--- src/rtl/hazard_pkg.sv ---
// Shared opcode/ALU constants, architectural register numbers and the
// in-flight writer slot type for the pipeline hazard controller.
package hazard_pkg;

    // Opcodes (instr[31:27])
    localparam logic [4:0] RTYPE = 5'b00000;
    localparam logic [4:0] J     = 5'b00001;
    localparam logic [4:0] BNE   = 5'b00010;
    localparam logic [4:0] JAL   = 5'b00011;
    localparam logic [4:0] JR    = 5'b00100;
    localparam logic [4:0] ADDI  = 5'b00101;
    localparam logic [4:0] BLT   = 5'b00110;
    localparam logic [4:0] SW    = 5'b00111;
    localparam logic [4:0] LW    = 5'b01000;
    localparam logic [4:0] SETX  = 5'b10101;
    localparam logic [4:0] BEX   = 5'b10110;

    // R-type ALU ops (instr[6:2]) that run on the multi-cycle unit
    localparam logic [4:0] MUL = 5'b00110;
    localparam logic [4:0] DIV = 5'b00111;

    localparam logic [4:0] REG_RA     = 5'd31;
    localparam logic [4:0] REG_STATUS = 5'd30;

    typedef struct packed {
        logic       valid;
        logic [4:0] dest;
        logic       is_load;
    } slot_t;

    // RAW check of one in-flight writer against the decode sources.
    // A zero destination never hits, so r0 sources can never match either.
    function automatic logic raw_match(slot_t s, logic [4:0] src1, logic [4:0] src2,
                                       logic src2_used);
        return s.valid && (s.dest != 5'd0) &&
               ((s.dest == src1) || (src2_used && (s.dest == src2)));
    endfunction

endpackage

--- src/rtl/hazard_if.sv ---
// Decode-side handshake between the pipeline (master) and the hazard
// controller (slave).
interface hazard_if;
    logic [31:0] dec_instruction;
    logic        dec_valid;
    logic        flush_req;
    logic        stall_fd;
    logic        bubble_dx;
    logic        flush;
    logic        md_start;
    logic        md_busy;

    modport master (
        output dec_instruction, dec_valid, flush_req,
        input  stall_fd, bubble_dx, flush, md_start, md_busy
    );

    modport slave (
        input  dec_instruction, dec_valid, flush_req,
        output stall_fd, bubble_dx, flush, md_start, md_busy
    );
endinterface

--- src/rtl/hazard_fields.sv ---
// Combinational decode of the register fields that matter for interlocks:
// sources, destination, load and mul/div classification.
module hazard_fields
    import hazard_pkg::*;
(
    input  logic [31:0] instr_i,
    output logic [4:0]  src1_o,
    output logic [4:0]  src2_o,
    output logic        src2_used_o,
    output logic [4:0]  dest_o,
    output logic        dest_valid_o,
    output logic        is_load_o,
    output logic        is_md_o
);
    logic [4:0] opcode;
    logic [4:0] rd;
    logic [4:0] rt;
    logic [4:0] alu_op;
    logic       writes;
    logic       unused_bits;

    assign opcode      = instr_i[31:27];
    assign rd          = instr_i[26:22];
    assign rt          = instr_i[16:12];
    assign alu_op      = instr_i[6:2];
    assign unused_bits = ^{instr_i[11:7], instr_i[1:0]};

    // Source/destination selection by opcode
    always_comb begin
        src1_o      = instr_i[21:17];
        // Every format carries a second register field that is compared.
        src2_used_o = 1'b1;
        src2_o      = rt;
        dest_o      = rd;
        writes      = 1'b0;
        is_load_o   = 1'b0;
        if (opcode == BNE || opcode == JR || opcode == ADDI ||
            opcode == BLT || opcode == SW) begin
            src2_o = rd;
        end
        case (opcode)
            RTYPE, ADDI: writes = 1'b1;
            LW: begin
                writes    = 1'b1;
                is_load_o = 1'b1;
            end
            JAL: begin
                writes = 1'b1;
                dest_o = REG_RA;
            end
            SETX: begin
                writes = 1'b1;
                dest_o = REG_STATUS;
            end
            default: writes = 1'b0;
        endcase
        dest_valid_o = writes && (dest_o != 5'd0);
        is_md_o      = (opcode == RTYPE) && (alu_op == MUL || alu_op == DIV);
    end

endmodule

--- src/rtl/hazard_controller.sv ---
// Pipeline interlock controller: tracks writers in X and M, runs the mul/div
// occupancy counter and drives stall/bubble/flush for F/D and D/X.
// Build option: define HAZARD_FWD_EN when the datapath forwards from M and W,
// leaving only load-use and mul/div stalls.
module hazard_controller
    import hazard_pkg::*;
#(
    parameter int unsigned MD_LATENCY = 8
) (
    input logic      clock,
    input logic      reset_n,
    hazard_if.slave  bus
);
    localparam logic [4:0] MdLat = 5'(MD_LATENCY);

    logic [4:0] src1, src2, dest;
    logic       src2_used, dest_valid, is_load, is_md;

    slot_t      x_q, x_d, m_q, m_d;
    logic [4:0] cnt_q, cnt_d;
    logic       md_start_q, md_start_d;
    logic       md_busy;
    logic       x_hit, raw_stall, stall, issue;

    hazard_fields u_fields (
        .instr_i      (bus.dec_instruction),
        .src1_o       (src1),
        .src2_o       (src2),
        .src2_used_o  (src2_used),
        .dest_o       (dest),
        .dest_valid_o (dest_valid),
        .is_load_o    (is_load),
        .is_md_o      (is_md)
    );

    assign md_busy = (cnt_q != 5'd0);
    assign x_hit   = bus.dec_valid && raw_match(x_q, src1, src2, src2_used);

`ifdef HAZARD_FWD_EN
    logic unused_m;
    assign unused_m  = ^m_q;
    assign raw_stall = x_hit && x_q.is_load;
`else
    logic m_hit;
    assign m_hit     = bus.dec_valid && raw_match(m_q, src1, src2, src2_used);
    assign raw_stall = x_hit || m_hit;
`endif

    assign stall = md_busy || raw_stall;
    assign issue = bus.dec_valid && !stall && !bus.flush_req;

    // Pipeline controls; flush overrides stalls, all forced low in reset
    always_comb begin
        bus.stall_fd  = 1'b0;
        bus.bubble_dx = 1'b0;
        bus.flush     = 1'b0;
        if (reset_n) begin
            if (bus.flush_req) begin
                bus.flush     = 1'b1;
                bus.bubble_dx = 1'b1;
            end else if (stall) begin
                bus.stall_fd  = 1'b1;
                bus.bubble_dx = 1'b1;
            end
        end
    end

    // Next state for the writer slots and the mul/div counter
    always_comb begin
        x_d = '0;
        m_d = '0;
        if (md_busy) begin
            // The mul/div stays in execute; nothing moves down behind it.
            x_d = x_q;
        end else begin
            m_d = x_q;
            if (issue) begin
                x_d.valid   = dest_valid;
                x_d.dest    = dest;
                x_d.is_load = is_load && dest_valid;
            end
        end
        md_start_d = issue && is_md;
        if (md_start_d) begin
            cnt_d = MdLat;
        end else if (md_busy) begin
            cnt_d = cnt_q - 5'd1;
        end else begin
            cnt_d = 5'd0;
        end
    end

    // State registers
    always_ff @(posedge clock or negedge reset_n) begin
        if (!reset_n) begin
            x_q        <= '0;
            m_q        <= '0;
            cnt_q      <= 5'd0;
            md_start_q <= 1'b0;
        end else begin
            x_q        <= x_d;
            m_q        <= m_d;
            cnt_q      <= cnt_d;
            md_start_q <= md_start_d;
        end
    end

    assign bus.md_start = md_start_q;
    assign bus.md_busy  = md_busy;

endmodule

--- src/flat_wrapper.sv ---
// flat-port wrapper written by rule: the top's interface ports become plain ports
module hazard_controller_flat import hazard_pkg::*;
#(
    parameter int unsigned MD_LATENCY = 8
)
  (clock, reset_n, bus_dec_instruction, bus_dec_valid, bus_flush_req, bus_stall_fd, bus_bubble_dx, bus_flush, bus_md_start, bus_md_busy);
  hazard_if bus_i ();
  input logic clock;
  input logic reset_n;
  input wire logic [$bits(bus_i.dec_instruction)-1:0] bus_dec_instruction;
  input wire logic [$bits(bus_i.dec_valid)-1:0] bus_dec_valid;
  input wire logic [$bits(bus_i.flush_req)-1:0] bus_flush_req;
  output wire logic [$bits(bus_i.stall_fd)-1:0] bus_stall_fd;
  output wire logic [$bits(bus_i.bubble_dx)-1:0] bus_bubble_dx;
  output wire logic [$bits(bus_i.flush)-1:0] bus_flush;
  output wire logic [$bits(bus_i.md_start)-1:0] bus_md_start;
  output wire logic [$bits(bus_i.md_busy)-1:0] bus_md_busy;
  assign bus_i.dec_instruction = bus_dec_instruction;
  assign bus_i.dec_valid = bus_dec_valid;
  assign bus_i.flush_req = bus_flush_req;
  assign bus_stall_fd = bus_i.stall_fd;
  assign bus_bubble_dx = bus_i.bubble_dx;
  assign bus_flush = bus_i.flush;
  assign bus_md_start = bus_i.md_start;
  assign bus_md_busy = bus_i.md_busy;
  hazard_controller #(.MD_LATENCY(MD_LATENCY)) u_core (.clock(clock), .reset_n(reset_n), .bus(bus_i));
endmodule
--- config.mk ---
export PLATFORM = sky130hd
export DESIGN_NAME = hazard_controller_flat
export DESIGN_NICKNAME = d
export VERILOG_FILES = /design/src/rtl/hazard_pkg.sv /design/src/rtl/hazard_if.sv /design/src/rtl/hazard_fields.sv /design/src/rtl/hazard_controller.sv /design/src/flat_wrapper.sv
export SDC_FILE = /design/constraint.sdc
export NUM_CORES = 1
export LEC_CHECK = 0
export BUFFER_PORTS_ARGS = -buffer_cell sky130_fd_sc_hd__buf_4
export CAP_MARGIN = 30
export CORE_ASPECT_RATIO = 1.75
export CORE_UTILIZATION = 45
export DETAILED_ROUTE_END_ITERATION = 10
export GPL_TIMING_DRIVEN = 1
export PLACE_DENSITY = 0.73
export SLEW_MARGIN = 10
export SYNTH_ARGS = -nofsm -noshare
export SYNTH_HDL_FRONTEND = slang
export SYNTH_HIERARCHICAL = 1
export SYNTH_SLANG_ARGS = --single-unit
--- constraint.sdc ---
create_clock -name clock -period 2.4 [get_ports clock]
set_clock_uncertainty 0.1 [all_clocks]
set_input_delay 0 -clock clock [delete_from_list [all_inputs] [get_ports clock]]
set_output_delay 0 -clock clock [all_outputs]
set_load 0.02 [all_outputs]
; After elaboration in Yosys (flattened, before gate mapping)
; Cells that the tools add are included.
[word_totals]
inputBits = 36
out_inout_bits = 5
reg_bits = 19
elab_cells = 66
[op_classes]
n_reduce_logical = 29
n_mux = 15
n_eq_ne = 14
add_sub_neg = 1
[op_table]
columns = cell, count
row1 = $eq A5 B3 Y1 const B, 6
row2 = $eq A5 B5 Y1, 4
row3 = $reduce_bool A5 Y1, 4
row4 = $mux W5, 3
row5 = $mux W7, 2
row6 = $logic_and A1 B1 Y1, 12
row7 = $eq A5 B2 Y1 const B, 2
row8 = $pmux W5 S2, 1
row9 = $logic_or A1 B1 Y1, 9
row10 = $mux W1, 9
row11 = $eq A5 B4 Y1 const B, 1
row12 = $eq A5 B5 Y1 const B, 1
row13 = $logic_not A5 Y1, 1
row14 = $reduce_or A5 Y1, 1
row15 = $sub A5 B1 Y5 const B, 1
row16 = $logic_not A1 Y1, 2

; Longest topological paths before layout
; Gate-level depths: netlist (run 1).
[depth]
ltp_word = 17
ltp_mapped = 8
mapped_depth_nobuf = 8

; Hierarchy
; Netlist (run 1), hierarchy kept.
[by_module_without_submodules]
columns = mod, instances, seq_area_each_um2, area_each_um2, cells_each
row1 = hazard_controller, 1, 450.4, 985.9, 98
row2 = hazard_fields, 1, 0.0, 275.3, 37

; Least setup slack after synthesis (run 1)
; Ideal clock, no wire load.
[synth_timing]
path_kind = input to output
startpoint = input bus_dec_instruction[28]
endpoint = output bus_bubble_dx
required_ns = 2.300
t_arrival_ns = 1.821
n_path_buf = 0
stages = 8
path_slack_ns = 0.479
cell_sequence = nor2b_1 -> o21ai_2 -> mux2_2 -> xor2_1 -> nor4_1 -> a32oi_1 -> o22ai_2 -> o31a_1
[synth_via]
elab_chain_cells = 15
word_cells_on_any_way = 23
classes_between = eq/ne: 7 / mux: 4 / reduce/logical: 12
[synth_lines]
columns = element, line
row1 = "start, declared", flat_wrapper.sv:10  ; input wire logic [$bits(bus_i.dec_instruction)-1:0] bus_dec_instruction;
row2 = $eq A5 B2 Y1 / $eq A5 B3 Y1 (equally long branches), hazard_fields.sv:37  ; if (opcode == BNE || opcode == JR || opcode == ADDI ||
row3 = $logic_or A1 B1 Y1 (3 in series), hazard_fields.sv:37
row4 = $logic_or A1 B1 Y1 (*), hazard_fields.sv:38  ; opcode == BLT || opcode == SW) begin
row5 = $mux W5 (*), hazard_fields.sv:37
row6 = named net u_core.src2[2], hazard_controller.sv:16  ; logic [4:0] src1, src2, dest;
row7 = $eq A5 B5 Y1, hazard_pkg.sv:36  ; ((s.dest == src1) || (src2_used && (s.dest == src2)));
row8 = $logic_or A1 B1 Y1, hazard_pkg.sv:36
row9 = $logic_and A1 B1 Y1, hazard_pkg.sv:35  ; return s.valid && (s.dest != 5'd0) &&
row10 = $logic_and A1 B1 Y1 (on tied branches), "hazard_controller.sv:37, hazard_controller.sv:45"
row11 = $logic_or A1 B1 Y1 (*), hazard_controller.sv:46  ; assign raw_stall = x_hit || m_hit;
row12 = $logic_or A1 B1 Y1 (*), hazard_controller.sv:49  ; assign stall = md_busy || raw_stall;
row13 = $mux W1 (*), hazard_controller.sv:61  ; end else if (stall) begin
row14 = $mux W1 (*), hazard_controller.sv:58  ; if (bus.flush_req) begin
row15 = $mux W1 (*), hazard_controller.sv:57  ; if (reset_n) begin
row16 = "end, declared", flat_wrapper.sv:14  ; output wire logic [$bits(bus_i.bubble_dx)-1:0] bus_bubble_dx;
; Mark *: on every way through the listed nets, which the timed path passes. The rest lies on a longest branch.

; Final worst setup path (run 1)
[layout_timing]
startpoint = input bus_dec_instruction[28]
endpoint = output bus_stall_fd
[layout_via]
elab_chain_cells = 15
word_cells_on_any_way = 23
classes_between = eq/ne: 7 / mux: 4 / reduce/logical: 12
[layout_lines]
columns = element, line
row1 = $eq A5 B2 Y1 / $eq A5 B3 Y1 (equally long branches), hazard_fields.sv:37
row2 = $logic_or A1 B1 Y1 (3 in series), hazard_fields.sv:37
row3 = $logic_or A1 B1 Y1 (*), hazard_fields.sv:38
row4 = $mux W5 (*), hazard_fields.sv:37
row5 = named net u_core.src2[2], hazard_controller.sv:16
row6 = $eq A5 B5 Y1, hazard_pkg.sv:36
row7 = $logic_or A1 B1 Y1, hazard_pkg.sv:36
row8 = $logic_and A1 B1 Y1, hazard_pkg.sv:35
row9 = $logic_and A1 B1 Y1 (on tied branches), "hazard_controller.sv:37, hazard_controller.sv:45"
row10 = $logic_or A1 B1 Y1 (*), hazard_controller.sv:46
row11 = $logic_or A1 B1 Y1 (*), hazard_controller.sv:49
row12 = $mux W1 (*), hazard_controller.sv:61
row13 = $mux W1 (*), hazard_controller.sv:58
row14 = $mux W1 (*), hazard_controller.sv:57
row15 = "end, declared", flat_wrapper.sv:13  ; output wire logic [$bits(bus_i.stall_fd)-1:0] bus_stall_fd;
; Marks and branches as above.

==> results of run 1 <==
state kept, by name, indices dropped and copies added, names as in the netlist:
register             cells
u_core/m_q               6
u_core/cnt_q             5
u_core/x_q               6
u_core/bus.md_start      1
layer usage:
layer	vias to the layer above	wire [um]	GRT usage, %
met5	-	0	0
met4	0	77	11.1
met3	9	101	2.52
met2	29	1640	40.5
met1	524	1060	21.0
li1	525	-	-
cells in the final DEF (no fill, tap or decap), types with 3 or more instances in the layout:
cell,n
sky130_fd_sc_hd__nand2_1,9
sky130_fd_sc_hd__o21ai_0,8
sky130_fd_sc_hd__xnor2_1,3
sky130_fd_sc_hd__and2_1,6
sky130_fd_sc_hd__dfrtp_1,18
sky130_fd_sc_hd__nor3_1,3
sky130_fd_sc_hd__nor2_1,7
sky130_fd_sc_hd__inv_1,3
sky130_fd_sc_hd__xor2_1,18
sky130_fd_sc_hd__nand3_1,7
sky130_fd_sc_hd__nand2b_1,4
sky130_fd_sc_hd__buf_4,33
sky130_fd_sc_hd__or2_2,3
sky130_fd_sc_hd__or4_1,3
sky130_fd_sc_hd__nor4_1,3
sky130_fd_sc_hd__mux2_2,5
sky130_fd_sc_hd__clkbuf_8,4
path summary, 6_finish.rpt:
| check | slack (ns) | end |
|---|---|---|
| worst max-delay path | 0.16 | bus_stall_fd |
| worst min-delay path | 0.01 | u_core/bus.md_start |
| worst max register to register | 0.59 | u_core/x_q[5] |
| worst min register to register | 0.38 | u_core/cnt_q[0] |
| max in group asynchronous | 1.95 | u_core/m_q[5] |
| min in group asynchronous | 0.05 | u_core/cnt_q[0] |
cell type report:
type	instances	area share, %
Timing Repair Buffer	35	17.1
Multi-Input combinational cell	104	47.5
Sequential cell	18	28.8
Tap cell	27	2.16
Inverter	4	0.958
Clock buffer	4	3.51
tightest hold or removal path: stages:
cell	delay, ns
sky130_fd_sc_hd__buf_4	0.07
sky130_fd_sc_hd__nor4bb_1	0.03
sky130_fd_sc_hd__nand2_1	0.05
sky130_fd_sc_hd__nor2_1	0.04
sky130_fd_sc_hd__nand3_1	0.09
sky130_fd_sc_hd__nor2_1	0.05
report_power, final:
group	switching (mW)	internal, mW	total [mW]
Combinational	0.242	0.227	0.469
Sequential	0.124	0.392	0.515
Clock	0.103	0.146	0.249
metrics by stage:
stage	cells	hold slack (ns)	power, mW
2_1_floorplan	134	-0.396	0.818
3_3_place_gp	186	-0.218	0.958
3_5_place_dp	186	-0.211	0.983
4_1_cts	192	0.0151	1.24
5_1_grt	192	0.0456	1.32
6_report	192	0.0133	1.23
what timing repair did:
item,4_1_cts,5_1_grt
buffers inserted,0,0
setup endpoints to repair,0,2
resized for setup,0,1
hold buffers,2,0
endpoints found under the hold margin,20,0
==> results.md, run 1 <==
- Outcome: finished, final reports clean
- Layout Nets: 203
- Clock sinks: 18
- Total number of vias: 1087
- Hpwl dp: 2250 um
- Total power divided by cell area: 788 nW/um2
- Synthesized instance count: 134
- Cell area after synthesis: 1250 um2
- Setup repair after global routing missed its margin: no
- Per-cell via count in the routed design: 5.66
- Horizontal die dimension: 41.9 um
- Clock latency at the later pin of the worst-skew pair: 0.26 ns
- Final number of max-transition violations: 0
- Top achievable clock speed: 447 MHz
- Footprint of the multi-input gates: 744 um2
- Fraction of the cycle the final worst path needs: 93.2%
- PortBufs: 32
- Clock slew at reported path FFs: 0.07 ns
- Final routed wire length divided by cell count: 15.0 um
- Worst Reg2Reg Path Length in Cells: 5
- Number of logic stages on the critical path including buffering: 10
- Final setup violating endpoints: 0
- Post-layout minimum cycle time: 2.24 ns
- Die footprint: 3010 um2
- Critical-path cell list: buf_4, nor2b_1, o21ai_2, mux2_2, xor2_1, nor4_1, a32oi_1, o22ai_4, o211a_1, buf_4
- Number of buffers created by CTS: 3
- Avg Synthesized Cell Area: 9.37 um2
- Drt first pass iters: 2
- Number of antenna violations at the first check in global routing: 0
- DRC violations left: 0
- Cell seen most often among critical-path stages: sky130_fd_sc_hd__buf_4
- Vias in the first global route: 1131
- Delay-heaviest family, CP: compound AO/OA/AOI/OAI gates
- Proportion of layout cells with a drive suffix above 1: 31.5%
- Area growth from synthesis to layout: 24.8%
- Aggregate global-route resource usage: 21.0%
- Path class of the lowest-slack min-delay path: in2reg
- Height of the die: 71.9 um
- Number of failing hold endpoints at the final stage: 0
- # Max-Cap Violations: 0
- CP max-delay cell: sky130_fd_sc_hd__mux2_2
- Start of the worst register-to-register path: u_core/x_q[3]
- Worst Setup End Kind: output port
- Effective utilization at floorplan: 47.2%
- Routability congestion estimate from global placement: 0.868
- Total nets after synthesis: 171
- Buffers & Inverters on Critical Path: 2
- Placeable core area: 2660 um2
- Wire length after detailed routing: 2880 um
- Filler Cell Count: 244
- Rows: 25
- Cell depth of the worst min-delay path: 6
- Placed cell areas: 1480 um2
- Crit path max fanout: 10
- Slack of the critical path: 0.163 ns
- Iteration-0 DRC count of the detailed router: 21
- Post-Place Setup Slack: 0.0578 ns
- Total gr overflow: 0
- Antenna viol nets, final: 0
- Clk Tree Root Cell: sky130_fd_sc_hd__clkbuf_8
- Arrival time worst endpoint: 2.14 ns
- Maximum number of pins on one net before global-route repair: 22
- Crit path largest cell delay: 0.40 ns
- Final core utilization: 58.9%
- Critical hold path startpoint: bus_dec_instruction[5]
- Worst ir drop on vdd: 770 uV
- Leakage: 0.741 nW
- Maximum clock insertion buffer count: 2
- Final standard cell area without fillers: 1570 um2
- Launching element type of the critical path: input pin
- H-tree levels: 1
- Required time reported for the critical path endpoint: 2.30 ns
- Clock tree from TritonCTS: done
- Synth Warn #: 6
- Footprint of the flip-flops and latches: 450 um2
- Crit path kind: in2out
- Wire length of the first global-routing pass: 4820 um
- Setup Total Neg Slack: 0 ns
- Antenna cell count: 0
- Count of pins on the block boundary: 41
- Source of the critical timing path: bus_dec_instruction[28]
No activity file was read; power rests on OpenSTA's default activity.
==> inputs of run 2 (changes only) <==
Settings changed: SKIP_CTS_REPAIR_TIMING set to 1.
Clock period 2.4 ns to 2.7 ns, I/O delays scaled along.
==> run 2 against run 1 <==
Compared with the run above:
- hold slack improved by 0.017 ns
- sequential cell count did not move
- final cell count fell by 0.52%
- sequential share of layout area rose by 0.40 points
- critical endpoint is now bus_bubble_dx
- largest power group unchanged
==> results.md, run 2 (same netlist as run 1, synthesis figures left out) <==
- Height of the die: 71.9 um (unchanged)
- Outcome: finished, final reports clean (unchanged)
- Total number of vias: 1068 (was 1087)
- Critical-path cell list: buf_4, nor2b_1, o21ai_2, mux2_2, xor2_1, nor4_1, a32oi_1, o22ai_2, o31a_1, buf_4 (was buf_4, nor2b_1, o21ai_2, mux2_2, xor2_1, nor4_1, a32oi_1, o22ai_4, o211a_1, buf_4)
- Iteration-0 DRC count of the detailed router: 16 (was 21)
- Crit path max fanout: 10 (unchanged)
- Final routed wire length divided by cell count: 15.1 um (was 15.0 um)
- Layout Nets: 203 (unchanged)
- Critical hold path startpoint: bus_dec_instruction[5] (unchanged)
- Top achievable clock speed: 410 MHz
- Antenna cell count: 0 (unchanged)
- Clock slew at reported path FFs: 0.06 ns (was 0.07 ns)
- Maximum clock insertion buffer count: 2 (unchanged)
- Wire length after detailed routing: 2890 um (was 2880 um)
- Start of the worst register-to-register path: u_core/m_q[1] (was u_core/x_q[3])
- Final standard cell area without fillers: 1550 um2 (was 1570 um2)
- Routability congestion estimate from global placement: 0.843 (was 0.868)
- Final Total Pwr: 1.05 mW (was 1.23 mW)
- Count of pins on the block boundary: 41 (unchanged)
- Proportion of layout cells with a drive suffix above 1: 31.1% (was 31.5%)
- Die footprint: 3010 um2 (unchanged)
- Final setup violating endpoints: 0 (unchanged)
- Vias in the first global route: 1143 (was 1131)
- Clock latency at the later pin of the worst-skew pair: 0.24 ns (was 0.26 ns)
- Hold Slack: 0.0307 ns (was 0.0133 ns)
- Worst ir drop on vdd: 501 uV (was 770 uV)
- Hpwl dp: 2340 um (was 2250 um)
- Wire length of the first global-routing pass: 4810 um (was 4820 um)
- Total gr overflow: 0 (unchanged)
- Leakage: 0.734 nW (was 0.741 nW)
- Total power divided by cell area: 678 nW/um2 (was 788 nW/um2)
- Cell depth of the worst min-delay path: 6 (unchanged)
- Final number of max-transition violations: 0 (unchanged)
- Required time reported for the critical path endpoint: 2.60 ns (was 2.30 ns)
- Clk Tree Root Cell: sky130_fd_sc_hd__clkbuf_8 (unchanged)
- Maximum number of pins on one net before global-route repair: 22 (unchanged)
- Horizontal die dimension: 41.9 um (unchanged)
- Number of antenna violations at the first check in global routing: 0 (unchanged)
- Worst Setup End Kind: output port (unchanged)
- Post-layout minimum cycle time: 2.44 ns
- PortBufs: 32 (unchanged)
- Hold path endpoint: u_core/bus.md_start (unchanged)
- Crit path largest cell delay: 0.41 ns (was 0.40 ns)
- Most common cell after layout, fill and taps aside: sky130_fd_sc_hd__buf_4 (unchanged)
- Launching element type of the critical path: input pin (unchanged)
- Drt first pass iters: 4 (was 2)
- Path class of the lowest-slack min-delay path: in2reg (unchanged)
- Setup repair after global routing missed its margin: no (unchanged)
- Cell seen most often among critical-path stages: sky130_fd_sc_hd__buf_4 (unchanged)
- Fraction of the cycle the final worst path needs: 90.3%
- Placed cell areas: 1480 um2 (unchanged)
- Final core utilization: 58.1% (was 58.9%)
- Worst Reg2Reg Path Length in Cells: 5 (unchanged)
- Registers with the most flip-flops: u_core/m_q: 6 flops, u_core/x_q: 6 flops, u_core/cnt_q: 5 flops (unchanged)
- Leading cell types in the layout, fill and taps excluded: 33 x sky130_fd_sc_hd__buf_4, 18 x sky130_fd_sc_hd__xor2_1, 18 x sky130_fd_sc_hd__dfrtp_1, 9 x sky130_fd_sc_hd__nand2_1, 8 x sky130_fd_sc_hd__o21ai_0 (unchanged)
- Number of failing hold endpoints at the final stage: 0 (unchanged)
- Placeable core area: 2660 um2 (unchanged)
- Antenna viol nets, final: 0 (unchanged)
- Reg-to-Reg End: u_core/x_q[3] (was u_core/x_q[5])
- Clock tree from TritonCTS: done (unchanged)
- Setup slack, reg-to-reg: 0.75 ns (was 0.59 ns)
- Rows: 25 (unchanged)
- Area growth from synthesis to layout: 23.1% (was 24.8%)
- Clock sinks: 18 (unchanged)
- Crit path kind: in2out (unchanged)
- Setup Total Neg Slack: 0 ns (unchanged)
- Number of buffers created by CTS: 3 (unchanged)
- Effective utilization at floorplan: 47.2% (unchanged)
- DRC violations left: 0 (unchanged)
- # Max-Cap Violations: 0 (unchanged)
- CP max-delay cell: sky130_fd_sc_hd__nor4_1 (was sky130_fd_sc_hd__mux2_2)
- Arrival time worst endpoint: 2.34 ns (was 2.14 ns)
- Per-cell via count in the routed design: 5.59 (was 5.66)
- H-tree levels: 1 (unchanged)
- Aggregate global-route resource usage: 20.0% (was 21.0%)
## run 2: changes by cell type in the layout (fill, tap and decap cells not counted)
cell                       previous run  this run
sky130_fd_sc_hd__clkbuf_8             4         3
sky130_fd_sc_hd__o22ai_2              0         1
sky130_fd_sc_hd__o22ai_4              1         0
## run 2: worst max-delay path by stage
stage | to | start | cells after the start | slack [ns]
after floorplan | bus_bubble_dx | bus_dec_instruction[28] | 8 | 0.78
after global placement | bus_stall_fd | bus_dec_instruction[28] | 10 | 0.38
after detailed placement | u_core/x_q[3] | bus_dec_instruction[28] | 9 | 0.25
after CTS | bus_stall_fd | bus_dec_instruction[28] | 10 | 0.25
after global routing | bus_stall_fd | bus_dec_instruction[28] | 10 | 0.1
final | bus_bubble_dx | bus_dec_instruction[28] | 10 | 0.26
## run 2: layer usage
layer	global-route usage, %	vias up	share of wire, %
met3	0.252	6	2.8
met1	19.9	511	35
met2	41.1	27	60
met5	0	-	0
li1	-	524	-
met4	8.24	0	2.6
## run 2: cell type report
cell class	count	area (um2)
Sequential cell	18	450
Multi-Input combinational cell	104	737
Tap cell	27	33.8
Clock buffer	3	41.3
Inverter	4	15.0
Fill cell	246	1110
Timing Repair Buffer	35	268
## run 2: per-stage QoR
| stage | setup WS [ns] | std cells |
|---|---|---|
| global route | 0.0979 | 191 |
| finish | 0.263 | 191 |
| floorplan | 0.779 | 134 |
| global placement | 0.378 | 186 |
| CTS | 0.253 | 189 |
| detailed placement | 0.250 | 186 |
## run 2: critical path: cells and delay by family
kind            cells  cell delay (ns)
simple gates        2             0.55
compound gates      4             0.96
mux                 1             0.40
xor+xnor            1             0.16
buf+inv             2             0.27
## run 2: power by group
| group | leakage (nW) | switching [mW] | internal [mW] |
|---|---|---|---|
| Combinational | 0.471 | 0.215 | 0.202 |
| Sequential | 0.241 | 0.106 | 0.348 |
| Clock | 0.0216 | 0.0790 | 0.0987 |
==> inputs of run 3 (changes only) <==
Settings changed: CORE_MARGIN set to 2.
==> run 3 against run 2 <==
Compared with the run above:
- via count increased by 1.7%
- register-to-register slack got worse by 0.10 ns
- sequential share of layout area decreased by 0.26 points
- clock power increased by 20%
- critical endpoint is now bus_stall_fd
- largest cell class unchanged
- highest routed layer unchanged
==> results.md, run 3 (same netlist as run 1, synthesis figures left out) <==
- Reg-to-Reg End: u_core/x_q[4] (was u_core/x_q[3])
- Clock latency at the later pin of the worst-skew pair: 0.25 ns (was 0.24 ns)
- Antenna viol nets, final: 0 (unchanged)
- Final Total Pwr: 1.08 mW (was 1.05 mW)
- Critical hold path startpoint: bus_dec_instruction[5] (unchanged)
- Crit path largest cell delay: 0.41 ns (about the same)
- Critical-path cell list: buf_4, nor2b_1, o21ai_2, mux2_2, xor2_1, nor4_1, a32oi_1, o22ai_2, o211a_1, buf_4 (was buf_4, nor2b_1, o21ai_2, mux2_2, xor2_1, nor4_1, a32oi_1, o22ai_2, o31a_1, buf_4)
- Layout Nets: 203 (unchanged)
- Required time reported for the critical path endpoint: 2.60 ns (about the same)
- Clock tree from TritonCTS: done (unchanged)
- Worst ir drop on vdd: 522 uV (was 501 uV)
- Rows: 25 (unchanged)
- Proportion of layout cells with a drive suffix above 1: 31.5% (was 31.1%)
- Setup Total Neg Slack: 0 ns (unchanged)
- Antenna cell count: 0 (unchanged)
- Horizontal die dimension: 43.9 um (was 41.9 um)
- Worst Setup End Kind: output port (unchanged)
- Number of failing hold endpoints at the final stage: 0 (unchanged)
- Total power divided by cell area: 695 nW/um2 (was 678 nW/um2)
- Wire length after detailed routing: 2790 um (was 2890 um)
- DRC violations left: 0 (unchanged)
- Placeable core area: 2690 um2 (was 2660 um2)
- Most common cell after layout, fill and taps aside: sky130_fd_sc_hd__buf_4 (unchanged)
- Outcome: finished, final reports clean (unchanged)
- Placed insts: 186 (unchanged)
- Crit path max fanout: 10 (unchanged)
- Delay-heaviest family, CP: compound AO/OA/AOI/OAI gates (unchanged)
- PortBufs: 32 (unchanged)
- Leading cell types in the layout, fill and taps excluded: 33 x sky130_fd_sc_hd__buf_4, 18 x sky130_fd_sc_hd__xor2_1, 18 x sky130_fd_sc_hd__dfrtp_1, 9 x sky130_fd_sc_hd__nand2_1, 8 x sky130_fd_sc_hd__o21ai_0 (unchanged)
- Start of the worst register-to-register path: u_core/x_q[3] (was u_core/m_q[1])
- Final number of max-transition violations: 0 (unchanged)
- # Max-Cap Violations: 0 (unchanged)
- Crit path kind: in2out (unchanged)
- Area growth from synthesis to layout: 24.2% (was 23.1%)
- Arrival time worst endpoint: 2.33 ns (was 2.34 ns)
- Number of antenna violations at the first check in global routing: 0 (unchanged)
- Wire length of the first global-routing pass: 4700 um (was 4810 um)
- Leakage: 0.741 nW (was 0.734 nW)
- Maximum clock insertion buffer count: 2 (unchanged)
- Final cell count without fillers: 192 (was 191)
- Count of pins on the block boundary: 41 (unchanged)
- H-tree levels: 1 (unchanged)
- Buffers & Inverters on Critical Path: 2 (unchanged)
- Total gr overflow: 0 (unchanged)
- Clk Tree Root Cell: sky130_fd_sc_hd__clkbuf_8 (unchanged)
- Placed cell areas: 1480 um2 (unchanged)
- Clock sinks: 18 (unchanged)
- Top achievable clock speed: 412 MHz (was 410 MHz)
- Cell depth of the worst min-delay path: 6 (unchanged)
- Final setup violating endpoints: 0 (unchanged)
- Setup repair after global routing missed its margin: no (unchanged)
- Path class of the lowest-slack min-delay path: in2reg (unchanged)
- Total number of vias: 1086 (was 1068)
- Worst Reg2Reg Path Length in Cells: 5 (unchanged)
- CP max-delay cell: sky130_fd_sc_hd__o22ai_2 (was sky130_fd_sc_hd__nor4_1)
- Drt first pass iters: 4 (unchanged)
- Fraction of the cycle the final worst path needs: 89.9% (was 90.3%)
- Cell seen most often among critical-path stages: sky130_fd_sc_hd__buf_4 (unchanged)
- Final routed wire length divided by cell count: 14.6 um (was 15.1 um)
- Setup slack, reg-to-reg: 0.65 ns (was 0.75 ns)
- Aggregate global-route resource usage: 19.2% (was 20.0%)
- Final standard cell area without fillers: 1560 um2 (was 1550 um2)
- Height of the die: 73.9 um (was 71.9 um)
- Clock slew at reported path FFs: 0.06 ns (about the same)
- Iteration-0 DRC count of the detailed router: 35 (was 16)
- Effective utilization at floorplan: 46.7% (was 47.2%)
- Hold path endpoint: u_core/bus.md_start (unchanged)
- Hpwl dp: 2200 um (was 2340 um)
- Post-layout minimum cycle time: 2.43 ns (was 2.44 ns)
- Maximum number of pins on one net before global-route repair: 22 (unchanged)
- Launching element type of the critical path: input pin (unchanged)
- Routability congestion estimate from global placement: 0.830 (was 0.843)
- Vias in the first global route: 1088 (was 1143)
- Registers with the most flip-flops: u_core/m_q: 6 flops, u_core/x_q: 6 flops, u_core/cnt_q: 5 flops (unchanged)
- Die footprint: 3240 um2 (was 3010 um2)
- Per-cell via count in the routed design: 5.66 (was 5.59)
- Number of buffers created by CTS: 3 (unchanged)
==> run 3: area by class of cell <==
class / count / area [um2]
clock buffer: 4 / 55.1
fill: 269 / 1130
inverter: 4 / 15.0
multi-input combinational: 104 / 737
sequential: 18 / 450
tap: 27 / 33.8
timing repair buffer: 35 / 268
==> run 3: how the worst max path moves through the flow <==
stage,startpoint,endpoint,cells after the start
floorplan,bus_dec_instruction[28],bus_bubble_dx,8
global placement,bus_dec_instruction[28],bus_stall_fd,10
detailed placement,bus_dec_instruction[28],u_core/x_q[4],9
CTS,bus_dec_instruction[28],bus_stall_fd,10
global route,bus_dec_instruction[28],bus_stall_fd,10
finish,bus_dec_instruction[28],bus_stall_fd,10
==> run 3: per-stage QoR <==
step / setup slack, ns / utilization, % / hold WS, ns
floorplan: 0.779 / - / -0.396
global placement: 0.357 / 55.2 / -0.216
detailed placement: 0.253 / 55.2 / -0.209
CTS: 0.292 / 57.2 / -0.482
global route: 0.103 / 58.0 / 0.0678
finish: 0.272 / 58.0 / 0.0167
==> run 3: power breakdown <==
| part | switching, mW | leakage, nW | internal [mW] | total, mW |
|---|---|---|---|---|
| clock network | 0.0833 | 0.0288 | 0.129 | 0.213 |
| registers | 0.103 | 0.241 | 0.348 | 0.451 |
| logic | 0.218 | 0.471 | 0.202 | 0.420 |
==> run 3: worst register-to-register path, cell delays in order (launching register included) <==
cell,delay (ns)
sky130_fd_sc_hd__dfrtp_1,0.46
sky130_fd_sc_hd__xor2_1,0.19
sky130_fd_sc_hd__nor4_1,0.39
sky130_fd_sc_hd__a32oi_1,0.17
sky130_fd_sc_hd__o22ai_2,0.41
sky130_fd_sc_hd__o21ai_0,0.19
==> run 3: per-layer routing <==
layer,GRT usage [%],wire (um),vias up
met3,1.72,106,8
met1,20.0,1060,516
met5,0,0,-
met2,36.1,1540,37
li1,-,-,525
met4,10.4,80,0
